**src/rtl/pipe_resp_drop_unit.sv**
```systemverilog
// Response-side drop filter: discards memory responses that belong to squashed
// requests, in arrival order, tracking up to p_max_drops owed discards.
module pipe_resp_drop_unit #(
  parameter int p_msg_nbits = 32,
  parameter int p_max_drops = 3,
  localparam int c_cnt_nbits = $clog2(p_max_drops + 1)
) (
  input  logic                   clk,
  input  logic                   reset,
  input  logic                   drop,
  input  logic [p_msg_nbits-1:0] in_msg,
  input  logic                   in_val,
  output logic                   in_rdy,
  output logic [p_msg_nbits-1:0] out_msg,
  output logic                   out_val,
  input  logic                   out_rdy,
  output logic [c_cnt_nbits-1:0] pending,
  output logic                   overflow
);

  localparam logic [c_cnt_nbits:0]   c_max_eff = (c_cnt_nbits + 1)'(p_max_drops);
  localparam logic [c_cnt_nbits:0]   c_one_eff = (c_cnt_nbits + 1)'(1);
  localparam logic [c_cnt_nbits-1:0] c_max_cnt = c_cnt_nbits'(p_max_drops);

  logic [c_cnt_nbits-1:0] cnt_q, cnt_d;
  logic                   ovf_q, ovf_d;
  logic [c_cnt_nbits:0]   eff;
  logic                   discard;

  // NOTE: every output of this block gets a default first so no path leaves a
  // variable unassigned, which would otherwise infer a latch.
  always_comb begin
    // One bit wider than cnt so a drop on top of a full counter is visible.
    eff     = {1'b0, cnt_q} + {{c_cnt_nbits{1'b0}}, drop};
    discard = in_val && (eff != '0);
    in_rdy  = out_rdy;
    out_val = in_val;
    cnt_d   = c_cnt_nbits'(eff);
    ovf_d   = ovf_q;
    if (discard) begin
      // Consume regardless of out_rdy; eff-1 can never exceed p_max_drops.
      in_rdy  = 1'b1;
      out_val = 1'b0;
      cnt_d   = c_cnt_nbits'(eff - c_one_eff);
    end else if (eff > c_max_eff) begin
      cnt_d = c_max_cnt;
      ovf_d = 1'b1;
    end
  end

  // NOTE: state registers use non-blocking assignments so every flop samples
  // the pre-edge value of its inputs, independent of statement order.
  always_ff @(posedge clk or posedge reset) begin
    if (reset) begin
      cnt_q <= '0;
      ovf_q <= 1'b0;
    end else begin
      cnt_q <= cnt_d;
      ovf_q <= ovf_d;
    end
  end

  assign out_msg  = in_msg;
  assign pending  = cnt_q;
  assign overflow = ovf_q;

`ifndef SYNTHESIS
  drop_known_a: assert property (@(posedge clk) disable iff (reset) !$isunknown(drop));
`endif

endmodule

```
**config.mk**
```make
export PLATFORM = sky130hd
export DESIGN_NAME = pipe_resp_drop_unit
export DESIGN_NICKNAME = d
export VERILOG_FILES = /design/src/rtl/pipe_resp_drop_unit.sv
export SDC_FILE = /design/constraint.sdc
export NUM_CORES = 1
export LEC_CHECK = 0
export CAP_MARGIN = 20
export CORE_MARGIN = 2
export CORE_UTILIZATION = 23
export DETAILED_ROUTE_END_ITERATION = 6
export HOLD_SLACK_MARGIN = 0.05
export PLACE_DENSITY = 0.95
export SLEW_MARGIN = 20
export SYNTH_ARGS = -nofsm -noshare
export SYNTH_HDL_FRONTEND = slang
export SYNTH_SLANG_ARGS = --single-unit
```
**constraint.sdc**
```tcl
create_clock -name clk -period 2.36 [get_ports clk]
set_clock_uncertainty 0.1 [all_clocks]
set_input_delay 0.354 -clock clk [delete_from_list [all_inputs] [get_ports clk]]
set_output_delay 0.354 -clock clk [all_outputs]
set_load 0.05 [all_outputs]
```
======== After elaboration in Yosys (flattened, before gate mapping) ========
Index checks and enable logic that the tools add are counted.
storage, ports and cells
  bits in registers ....................... 3
  bits of input ports ..................... 37
  output and inout port bits .............. 37
  logic and storage cells ................. 13
operators by class
  add/subtract/negate cells ............... 2
  magnitude comparators ................... 1
  mux-type cells .......................... 4
  bitwise operators ....................... 1
  reductions and logical operators ........ 3
operators with widths
  operator                                            count
  2-to-1 mux 2 bit                                    2
  adder 2 x 1 -> 3 bit                                1
  > comparator 3 x 2 -> 1 bit, second input constant  1
  nonzero test 3 bit                                  1
  2-to-1 mux 1 bit                                    2
  AND reduction 2 bit                                 1
  subtractor 2 x 1 -> 2 bit, second input constant    1
  logical AND 1 bit                                   1
  NOT 1 bit                                           1

======== Depth between registers and ports, before layout ========
  word-level depth ........................ 5
  depth in mapped cells ................... 8
  mapped depth without buffers ............ 8

======== Worst setup path before layout ========
OpenSTA, ideal clock, no wires.
  path kind ............................... register to output
  start ................................... reg cnt_q[0], in the netlist pending[0]
  end ..................................... out in_rdy
  data arrival time ....................... 1.930 ns
  required time ........................... 1.906 ns
  path slack .............................. -0.024 ns
  stages on the path, launching flop included .. 8
  path buffers ............................ 0
  cell sequence ........................... dfrtp_1 > ha_1 > inv_1 > ha_1 > inv_1 > ha_1 > a21bo_1 > nand2b_1
between the ends
  longest elaborated chain between the ends .. 4
RTL lines
  what                    RTL line  source
  start, declared         25        logic [c_cnt_nbits-1:0] cnt_q, cnt_d;
  start signal, assigned  58        cnt_q <= cnt_d;
  adder 2 x 1 -> 3 bit    34        eff = {1'b0, cnt_q} + {{c_cnt_nbits{1'b0}}, drop};
  nonzero test 3 bit      35        discard = in_val && (eff != '0);
  logical AND 1 bit       35
  2-to-1 mux 1 bit        40        if (discard) begin
  end, declared           13        output logic in_rdy,
Every way passes these cells.

======== Worst setup path after layout ========
Same ends and word-level chain as after synthesis.

==> flow_metrics.tcl <==
set metrics [dict create \
    crit_family "adder cells" \
    grt_max_degree 5 \
    grt_remaining_overflow 0 \
    timing.final.crit_share_pct 93.05 \
    drt_iter0_drc 1 \
    tritoncts "done" \
    vias 224 \
    fillers 197 \
    clk_pin_slew_ns 0.04 \
    finalPower_mw 0.4891 \
    antenna_found_initial 0 \
    syn_area_um2 449.2 \
    synth_cell_types 12 \
    synth_seq_cells 3 \
    row_count 15 \
    grt_pass1_vias 235 \
    dieWidth_um 48.19 \
    ys_top_cells_by_area "buf_4 53%, dfrtp_1 17%, ha_1 11%, inv_1 4.2%, nand2b_1 2.8%" \
    min_path_type "in2async" \
    syn-num-nets 94 \
    worstPathCellList "ha_2 -> inv_1 -> ha_1 -> inv_1 -> ha_1 -> a21bo_1 -> nand2b_2 -> buf_12" \
    yosysWarnings 0 \
    ios 74 \
    portBuffers 9 \
    setup_ws_ns 0.1641 \
    cts_hold_buffers 0 \
    clock-sinks 3 \
    area_delta_synth_final_pct -11.98 \
    power_density_mw_per_mm2 1237 \
    slew_headroom_pct 66.51 \
    fin_area_um2 395.4 \
    tightest_slew_ns 0.5008 \
    start_kind "flop" \
    post-route-drc-count 0 \
    peakVddDrop_uv 293.1 \
    place.detailed.hpwl_um 508.8 \
    placed_cells 56 \
    cp_max_fo 3 \
    synth_largest_area_cell "buf_4" \
    wl_um 648 \
    rsz0062_at_grt "no" \
    root_buffer "clkbuf_4" \
    slew_violations 0 \
    instances_no_fill 61 \
    first_pass_iters 2 \
    crit_type "reg2out" \
    die_area_mm2 0.002322 \
    pre_cts_slack_ns -0.05622 \
    die_h_um 48.19 \
    cap_violations 0 \
    yosysSeqAreaShare_pct 16.71 \
    wl_per_cell_um 10.62 \
    synth_top_area_share_pct 53.48 \
    antenna_cells 0 \
    hold_viol 0 \
    grt_usage_pct 6.410 \
    cp_data_arrival_time_ns 1.74 \
    clockBufferDepth 2 \
    status "completed" \
    coreArea_mm2 0.001783 \
    crit_slowest_cell "dfrtp_1" \
    crit_required_ns 1.91 \
    viasPerCell 3.672 \
    cp_num_buf_inv 3 \
    cp-end-kind "output port" \
    antenna_left 0 \
    setup_viol 0 \
    period_minus_slack_ns 2.196 \
    routabilityCongestion 0.6324 \
    syn_inst 53 \
    max_freq_mhz 455.4 \
    synth_area_per_cell_um2 8.475 \
    worst_path_largest_cell_delay_ns 0.36 \
    drive_gt1_share_pct 27.78 \
    grt_pass1_wl_um 834 \
    leakage_nw 0.1925 \
    htreeDepth 1 \
    placed_area_um2 360.3 \
    clk_latency_ns 0.24 \
    nets 78 \
    start_util_pct 25.19 \
    numCtsBuffers 3 \
]
-- synthesized netlist by cell type --
cell,n
a21bo_1,1
and3_1,1
buf_4,32
dfrtp_1,3
ha_1,4
inv_1,5
mux2i_1,1
nand2_2,1
nand2b_1,2
nand3_1,1
o21a_1,1
o21bai_1,1
-- cell families after synthesis --
kind of cell,Yosys count,synth area share (%)
buffers and inverters,37,57.66
and+or+nand+nor,5,6.686
adders and majority gates,4,11.14
AOI/OAI and AO/OA,3,5.572
DFF,3,16.71
muxes,1,2.229
-- worst paths after layout --
path | cells after the start | end | start | slack, ns
min in group clk | 1 | overflow | overflow | 0.37
hold reg to reg | 1 | overflow | overflow | 0.37
hold / removal | 2 | overflow | reset | 0.19
max in group asynchronous | 2 | pending[0] | reset | 1.83
setup / recovery | 8 | in_rdy | pending[0] | 0.16
setup reg to reg | 9 | pending[0] | pending[0] | 0.43
-- placed cells by master (no fill, tap or decap), types with 2 or more instances in the layout --
cell / count
dfrtp_1: 3
clkbuf_4: 3
ha_1: 3
clkdlybuf4s50_1: 6
buf_4: 2
inv_1: 5
buf_12: 2
-- final cells by class --
class	instances	area (um^2)	area share, %
repair buffers	11	123.9	31.33
flip-flops and latches	3	75.07	18.99
inverters	5	18.77	4.747
multi-input cells	13	120.1	30.38
well taps	25	31.28	7.911
clock buffers	4	26.28	6.646
-- metal layers --
layer | global-route usage (%) | vias to the layer above | wire length, um
met3 | 5.185 | 11 | 124
met4 | 10.27 | 0 | 38
met1 | 3.104 | 100 | 153
met2 | 10.00 | 17 | 331
li1 | - | 96 | -
met5 | 0 | - | 0
-- repair_timing --
item                       4_1_cts  5_1_grt
setup endpoints to repair        2        0
gates resized for setup          2        0
buffers inserted                 1        0
-- per-stage QoR --
step	util, %	setup TNS, ns	hold WS [ns]
after floorplan	-	0	0.007644
after global placement	20.21	-0.02209	0.3651
after detailed placement	20.21	-0.05622	0.3681
after CTS	22.18	0	0.1984
after global routing	22.18	0	0.2043
final	22.18	0	0.1945
-- report_power, final --
group	internal [mW]	switching [mW]
combinational	0.136	0.175
sequential	0.0705	0.0139
clock	0.0636	0.0300
total	0.270	0.219
-- flip-flops by register name (all words and copies together) (netlist names) --
name / count
overflow: 1
pending: 2
Note: power is estimated with default switching activity, not from simulation.
